<file path="src/rtl/mc_controller_if.sv">
// rtl/mc_controller_if.sv - instruction/data memory handshake bundle for mc_controller
interface mc_controller_if;
   logic       imem_req;
   logic       instr_ready;
   logic       dmem_req;
   logic       mem_ready;
   logic       mem_write;
   logic [3:0] byte_en;

   modport master (
      output imem_req, dmem_req, mem_write, byte_en,
      input  instr_ready, mem_ready
   );

   modport slave (
      input  imem_req, dmem_req, mem_write, byte_en,
      output instr_ready, mem_ready
   );
endinterface

</file>
<file path="src/rtl/mc_controller.sv">
// rtl/mc_controller.sv - multi-cycle MIPS control FSM (FETCH/DECODE/EXEC/MEM/WB)
module mc_controller #(
   parameter int ALUOP_W    = 3,
   parameter bit SUPPORT_SB = 1'b1,
   parameter int CNT_W      = 32
) (
   input  logic               clk,
   input  logic               reset,
   mc_controller_if.master    mem,
   input  logic [5:0]         op,
   input  logic [5:0]         func,
   input  logic               zero,
   input  logic [1:0]         addr_lo,
   output logic               ir_we,
   output logic               pc_we,
   output logic [1:0]         pc_src,
   output logic               reg_write,
   output logic [1:0]         reg_dst,
   output logic [1:0]         wd_sel,
   output logic               alu_src,
   output logic               ext_sign,
   output logic [ALUOP_W-1:0] alu_ctrl,
   output logic               illegal,
   output logic               retire,
   output logic [CNT_W-1:0]   retire_cnt
);
   typedef enum logic [2:0] {S_FETCH, S_DECODE, S_EXEC, S_MEM, S_WB} state_t;

   localparam logic [5:0] OP_R   = 6'b000000;
   localparam logic [5:0] OP_ORI = 6'b001101;
   localparam logic [5:0] OP_LUI = 6'b001111;
   localparam logic [5:0] OP_LW  = 6'b100011;
   localparam logic [5:0] OP_SW  = 6'b101011;
   localparam logic [5:0] OP_SB  = 6'b101000;
   localparam logic [5:0] OP_BEQ = 6'b000100;
   localparam logic [5:0] OP_J   = 6'b000010;
   localparam logic [5:0] OP_JAL = 6'b000011;
   localparam logic [5:0] F_ADDU = 6'b100001;
   localparam logic [5:0] F_SUBU = 6'b100011;
   localparam logic [5:0] F_OR   = 6'b100101;
   localparam logic [5:0] F_JR   = 6'b001000;
   localparam logic [5:0] F_NOP  = 6'b000000;

   state_t     state;
   logic [5:0] op_q;
   logic [5:0] func_q;

   logic is_r, is_addu, is_subu, is_or, is_jr, is_nop;
   logic is_ori, is_lui, is_lw, is_sw, is_sb, is_beq, is_j, is_jal;
   logic is_store, is_mem, legal, misalign;
   logic [2:0] alu_code;

   assign is_r     = (op_q == OP_R);
   assign is_addu  = is_r && (func_q == F_ADDU);
   assign is_subu  = is_r && (func_q == F_SUBU);
   assign is_or    = is_r && (func_q == F_OR);
   assign is_jr    = is_r && (func_q == F_JR);
   assign is_nop   = is_r && (func_q == F_NOP);
   assign is_ori   = (op_q == OP_ORI);
   assign is_lui   = (op_q == OP_LUI);
   assign is_lw    = (op_q == OP_LW);
   assign is_sw    = (op_q == OP_SW);
   assign is_sb    = (op_q == OP_SB) && SUPPORT_SB;
   assign is_beq   = (op_q == OP_BEQ);
   assign is_j     = (op_q == OP_J);
   assign is_jal   = (op_q == OP_JAL);
   assign is_store = is_sw || is_sb;
   assign is_mem   = is_lw || is_store;
   assign legal    = is_addu || is_subu || is_or || is_jr || is_nop || is_ori || is_lui
                  || is_mem || is_beq || is_j || is_jal;
   // sb may hit any byte lane; only word accesses need alignment
   assign misalign = (is_lw || is_sw) && (addr_lo != 2'b00);

   always_comb begin
      alu_code = 3'd0;
      if (is_subu || is_beq)    alu_code = 3'd1;
      else if (is_ori || is_or) alu_code = 3'd3;
      else if (is_lui)          alu_code = 3'd4;
   end

   always_comb begin
      mem.imem_req  = 1'b0;
      mem.dmem_req  = 1'b0;
      mem.mem_write = 1'b0;
      mem.byte_en   = 4'b0000;
      ir_we         = 1'b0;
      pc_we         = 1'b0;
      pc_src        = 2'd0;
      reg_write     = 1'b0;
      reg_dst       = 2'd0;
      wd_sel        = 2'd0;
      alu_src       = 1'b0;
      ext_sign      = 1'b0;
      alu_ctrl      = '0;
      retire        = 1'b0;
      // gating on reset makes every enable drop the instant reset asserts
      if (reset) begin
         if (state == S_EXEC || state == S_MEM || state == S_WB) begin
            alu_src  = is_ori || is_lui || is_mem;
            ext_sign = is_mem || is_beq;
            alu_ctrl = ALUOP_W'(alu_code);
         end
         case (state)
            S_FETCH: begin
               mem.imem_req = 1'b1;
               if (mem.instr_ready) begin
                  ir_we = 1'b1;
                  pc_we = 1'b1;
               end
            end
            S_DECODE: begin
               if (is_nop) begin
                  retire = 1'b1;
               end else if (is_j || is_jal) begin
                  pc_we  = 1'b1;
                  pc_src = 2'd2;
                  retire = 1'b1;
                  if (is_jal) begin
                     reg_write = 1'b1;
                     reg_dst   = 2'd2;
                     wd_sel    = 2'd2;
                  end
               end else if (is_jr) begin
                  pc_we  = 1'b1;
                  pc_src = 2'd3;
                  retire = 1'b1;
               end
            end
            S_EXEC: begin
               if (is_beq) begin
                  pc_we  = zero;
                  pc_src = 2'd1;
                  retire = 1'b1;
               end
            end
            S_MEM: begin
               mem.dmem_req  = 1'b1;
               mem.mem_write = is_store;
               mem.byte_en   = is_sb ? (4'b0001 << addr_lo) : 4'b1111;
               retire        = is_store && mem.mem_ready;
            end
            S_WB: begin
               reg_write = 1'b1;
               reg_dst   = is_r ? 2'd1 : 2'd0;
               wd_sel    = is_lw ? 2'd1 : 2'd0;
               retire    = 1'b1;
            end
            default: ;
         endcase
      end
   end

   always_ff @(posedge clk or negedge reset) begin
      if (!reset) begin
         state      <= S_FETCH;
         op_q       <= 6'd0;
         func_q     <= 6'd0;
         illegal    <= 1'b0;
         retire_cnt <= '0;
      end else begin
         if (retire) retire_cnt <= retire_cnt + CNT_W'(1);
         case (state)
            S_FETCH: begin
               if (mem.instr_ready) begin
                  op_q   <= op;
                  func_q <= func;
                  state  <= S_DECODE;
               end
            end
            S_DECODE: begin
               if (!legal) begin
                  illegal <= 1'b1;
                  state   <= S_FETCH;
               end else if (is_nop || is_j || is_jal || is_jr) begin
                  state <= S_FETCH;
               end else begin
                  state <= S_EXEC;
               end
            end
            S_EXEC: begin
               if (is_beq) begin
                  state <= S_FETCH;
               end else if (is_mem) begin
                  if (misalign) begin
                     illegal <= 1'b1;
                     state   <= S_FETCH;
                  end else begin
                     state <= S_MEM;
                  end
               end else begin
                  state <= S_WB;
               end
            end
            S_MEM: begin
               if (mem.mem_ready) state <= is_lw ? S_WB : S_FETCH;
            end
            S_WB:    state <= S_FETCH;
            default: state <= S_FETCH;
         endcase
      end
   end
endmodule

</file>
<file path="src/flat_wrapper.sv">
// flat-port wrapper written by rule: the top's interface ports become plain ports
module mc_controller_flat 
#(
   parameter int ALUOP_W    = 3,
   parameter bit SUPPORT_SB = 1'b1,
   parameter int CNT_W      = 32
)
  (clk, reset, op, func, zero, addr_lo, ir_we, pc_we, pc_src, reg_write, reg_dst, wd_sel, alu_src, ext_sign, alu_ctrl, illegal, retire, retire_cnt, mem_imem_req, mem_dmem_req, mem_mem_write, mem_byte_en, mem_instr_ready, mem_mem_ready);
  mc_controller_if mem_i ();
  input  logic clk;
  input  logic reset;
  input  logic [5:0] op;
  input  logic [5:0] func;
  input  logic zero;
  input  logic [1:0] addr_lo;
  output logic ir_we;
  output logic pc_we;
  output logic [1:0] pc_src;
  output logic reg_write;
  output logic [1:0] reg_dst;
  output logic [1:0] wd_sel;
  output logic alu_src;
  output logic ext_sign;
  output logic [ALUOP_W-1:0] alu_ctrl;
  output logic illegal;
  output logic retire;
  output logic [CNT_W-1:0] retire_cnt;
  output wire logic [$bits(mem_i.imem_req)-1:0] mem_imem_req;
  output wire logic [$bits(mem_i.dmem_req)-1:0] mem_dmem_req;
  output wire logic [$bits(mem_i.mem_write)-1:0] mem_mem_write;
  output wire logic [$bits(mem_i.byte_en)-1:0] mem_byte_en;
  input wire logic [$bits(mem_i.instr_ready)-1:0] mem_instr_ready;
  input wire logic [$bits(mem_i.mem_ready)-1:0] mem_mem_ready;
  assign mem_imem_req = mem_i.imem_req;
  assign mem_dmem_req = mem_i.dmem_req;
  assign mem_mem_write = mem_i.mem_write;
  assign mem_byte_en = mem_i.byte_en;
  assign mem_i.instr_ready = mem_instr_ready;
  assign mem_i.mem_ready = mem_mem_ready;
  mc_controller #(.ALUOP_W(ALUOP_W), .SUPPORT_SB(SUPPORT_SB), .CNT_W(CNT_W)) u_core (.clk(clk), .reset(reset), .mem(mem_i), .op(op), .func(func), .zero(zero), .addr_lo(addr_lo), .ir_we(ir_we), .pc_we(pc_we), .pc_src(pc_src), .reg_write(reg_write), .reg_dst(reg_dst), .wd_sel(wd_sel), .alu_src(alu_src), .ext_sign(ext_sign), .alu_ctrl(alu_ctrl), .illegal(illegal), .retire(retire), .retire_cnt(retire_cnt));
endmodule
</file>
<file path="config.mk">
export PLATFORM = sky130hd
export DESIGN_NAME = mc_controller_flat
export DESIGN_NICKNAME = d
export VERILOG_FILES = /design/src/rtl/mc_controller_if.sv /design/src/rtl/mc_controller.sv /design/src/flat_wrapper.sv
export SDC_FILE = /design/constraint.sdc
export NUM_CORES = 1
export LEC_CHECK = 0
export CAP_MARGIN = 5
export CELL_PAD_IN_SITES_DETAIL_PLACEMENT = 1
export CELL_PAD_IN_SITES_GLOBAL_PLACEMENT = 1
export CORE_MARGIN = 5
export CORE_UTILIZATION = 39
export CTS_BUF_LIST = sky130_fd_sc_hd__clkbuf_16
export CTS_CLUSTER_DIAMETER = 50
export DETAILED_ROUTE_END_ITERATION = 10
export GPL_TIMING_DRIVEN = 0
export PLACE_DENSITY_LB_ADDON = 0.1
export SLEW_MARGIN = 20
export SYNTH_ARGS = -nofsm -noshare
export SYNTH_HDL_FRONTEND = slang
export SYNTH_SLANG_ARGS = --single-unit
</file>
<file path="constraint.sdc">
create_clock -name clk -period 4.2 [get_ports clk]
set_clock_uncertainty 0.05 [all_clocks]
set_input_delay 0.84 -clock clk [delete_from_list [all_inputs] [get_ports clk]]
set_output_delay 0.84 -clock clk [all_outputs]
set_load 0.1 [all_outputs]
</file>
==> key figures <==
Global route
  – Vias in the first global route: 2474
  – First-pass GRT wire length: 12850 µm
  – GR Util All Layers: 0.1845
  – Largest net degree at the start of global routing: 51
  – Total global routing overflow: 0
  – Initial antenna violation count: 0

Setup path
  – Critical path endpoint category: output pin
  – Crit path kind: reg -> out
  – Slowest-stage cell, CP: or4b_2
  – CP top delay family: simple AND/OR/NAND/NOR gates
  – Arr. time, crit path: 3.16 ns
  – WP data required: 3.31 ns
  – Max FO, Critical Path: 10
  – Crit path launch type: flop
  – Worst path bufs/invs: 2
  – CP cell instances: buf_6 > nor4_1 > nand2_1 > or4b_2 > o21ai_0 > and2_1 > clkdlybuf4s15_2
  – CP max stage delay: 0.70 ns

Die
  – Chip height: 93.65 µm
  – I/O pins: 74
  – Initial core utilization: 0.4017
  – Die Area: 8770 µm²
  – Die Wd: 93.65 µm
  – # rows: 30
  – Core Area: 6794 µm²

Place
  – I/O Buffers: 73
  – Post-DP HPWL: 5929 µm
  – Final GP Congestion: 0.8423
  – Placed Cells: 444

Detailed routing
  – Routed via count: 2409
  – Vias per cell: 5.353
  – Iter 0 DRT Violations: 101
  – DRC: 0
  – Drt wl/cell: 17.27 µm
  – Antenna-violating nets left: 0
  – DRT Pass-1 Iters: 4
  – Total routed wirelength: 7773 µm

Synth
  – Post-synthesis mux area share: 0.05365
  – Syn avg cell area: 9.923 µm²
  – Post-synthesis simple-gate area fraction: 0.2806
  – Post-synthesis sequential area ratio: 0.4402
  – Cells after Synth: 275
  – Synth Register Bits: 48
  – Synth Area in Adders: 0.004585
  – Ys Warns: 0
  – Xor and xnor area share after synthesis: 0.1027
  – Synth top area cells: dfrtp_1 (44%), xnor2_1 (6.1%), mux2_2 (5.4%)
  – Synth Area in Compound Gates: 0.07336
  – Yosys cell types: 57
  – Async SR Flop Fraction: 1.000
  – Main combinational cell family by area after synthesis: simple AND/OR/NAND/NOR gates
  – Yosys top cell area share: 0.4402
  – Ys flop type: dfrtp_1
  – EDFF count, synth: 0
  – Synth area leader: dfrtp_1
  – Mapped Area: 2729 µm²
  – Syn_nets: 295

Layout
  – Final Util: 0.5451
  – Final cell count without fillers: 450
  – Number of diodes: 0
  – Share of cells above drive strength 1: 0.1667
  – Most frequent cells in the layout: clkdlybuf4s50_1 (50), dfrtp_1 (48), nand2_1 (20), xnor2_1 (19), nor2_1 (17)
  – Nets: 375
  – Area growth syn-to-layout: 35.72%
  – Multi-input logic area: 1421 µm²
  – Reg area: 1201 µm²
  – Filler instances: 781
  – Commonest non-fill, non-tap cell in the layout: clkdlybuf4s50_1

Timing
  – RSZ-0062 raised after global routing: no
  – Slew Limit Fails: 0
  – Period minus WS final: 4.050 ns
  – Slew HR: 0.3303
  – Hold Fails Final Rpt: 0
  – Worst slew pin tran: 1.001 ns
  – Final setup viols: 0
  – Final Cycle Share: 0.9642
  – F_max: 246.9 MHz
  – Setup TNS: 0 ns
  – Min Hold Slack: 0.4175 ns

CTS
  – Clock-pin slew on the worst setup and hold paths: 0.06 ns
  – Max Root-Sink Buffers: 2
  – Worst-skew pair later-pin latency: 0.29 ns
  – Htree depth: 2
  – Clk sink count: 48
  – CTS buffer count: 5
  – Clock Tree Root: clkbuf_16
  – TritonCTS clock tree: built

Power
  – Peak supply drop: 0.3929 mV
  – Pleak: 1.647 nW
  – Cell area power density: 463.1 nW/µm²

Flow run
  – Max cap viols: 0

Worst hold path
  – Worst Hold Class: reg -> reg

Outcome
  – Outcome: completed
[registers in the layout (all words and copies together), names as in the netlist]
name and flops:
u_core.func_q 6, u_core.illegal 1, u_core.op_q 6, u_core.retire_cnt 32, u_core.state 3
[Yosys cell counts, drive strengths merged, types with 2 or more instances]
| master | n |
|---|---|
| a211o | 2 |
| and3 | 15 |
| and4 | 2 |
| nor3b | 2 |
| and2 | 6 |
| xnor2 | 19 |
| nand2b | 4 |
| nor3 | 11 |
| mux2 | 13 |
| a31oi | 2 |
| a21oi | 10 |
| nor4 | 8 |
| or4 | 2 |
| buf | 8 |
| or3 | 2 |
| nand4 | 16 |
| nor2 | 17 |
| xor2 | 13 |
| dfrtp | 48 |
| clkbuf | 6 |
| or2 | 2 |
| o21ai | 4 |
| inv | 4 |
| nand2 | 20 |
| nor2b | 2 |
| a211oi | 2 |
| nand3 | 15 |
| a21o | 2 |
| or4b | 3 |
[worst register-to-register path: cells and delay by family (launching register included)]
kind | cells | cell delay (ns)
compound gates | 2 | 0.71
xor+xnor | 1 | 0.16
buf+inv | 3 | 0.59
flops | 1 | 0.37
simple gates | 3 | 0.83
[worst paths after layout]
check	start	to	slack [ns]	cells past startpoint
max	u_core.op_q[2]$_DFFE_PN0P_	pc_src[0]	0.15	7
min	u_core.retire_cnt[31]$_DFFE_PN0P_	u_core.retire_cnt[31]$_DFFE_PN0P_	0.42	1
max reg2reg	u_core.op_q[2]$_DFFE_PN0P_	u_core.retire_cnt[3]$_DFFE_PN0P_	1.37	9
min reg2reg	u_core.retire_cnt[31]$_DFFE_PN0P_	u_core.retire_cnt[31]$_DFFE_PN0P_	0.42	1
max in group asynchronous	reset	u_core.retire_cnt[14]$_DFFE_PN0P_	3.16	1
min in group asynchronous	reset	u_core.op_q[5]$_DFFE_PN0P_	0.52	1
[cell type report]
class / count / share of cell area
multi-input combinational: 208 / 0.3838
sequential: 48 / 0.3243
timing repair buffer: 73 / 0.1845
clock buffer: 5 / 0.03378
tap: 96 / 0.03243
buffer: 15 / 0.02905
clock inverter: 1 / 0.008108
inverter: 4 / 0.004054
[where the power goes]
group          switching [mW]  internal (mW)
Clock                   0.160          0.274
Sequential             0.0826          0.537
Combinational           0.423          0.238
[logic make-up (layout without fill, tap and decap cells)]
logic type	count (synthesis)	count (layout)
AND/OR/NAND/NOR	133	133
multiplexers	13	13
AO/OA/AOI/OAI	29	29
adder cells (fa/ha/maj)	1	1
flip-flops	48	48
XOR/XNOR	32	32
buffers and inverters	19	98
[through the flow]
stage | power [mW] | setup slack (ns) | cell area (µm²)
floorplan | 1.108 | 0.07798 | 2740
global placement | 1.278 | -1.957 | 3591
detailed placement | 1.294 | -0.3169 | 3588
CTS | 1.728 | 0.006978 | 3735
global route | 1.808 | 0.003451 | 3704
finish | 1.715 | 0.1504 | 3704
[what timing repair did]
| item | 4_1_cts | 5_1_grt |
|---|---|---|
| endpoints found under the setup margin | 20 | 14 |
| resized for setup | 30 | 23 |
| hold buffers | 0 | 0 |
| setup buffers | 0 | 0 |
| gates cloned | 0 | 0 |
[layer usage]
metal / global-route usage / wire (µm) / vias up
li1: - / - / 1153
met1: 0.2605 / 3678 / 1195
met2: 0.2954 / 3738 / 53
met3: 0.03686 / 294 / 8
met4: 0.03610 / 61 / 0
met5: 0 / 0 / -
No activity file was read; power rests on OpenSTA's default activity.
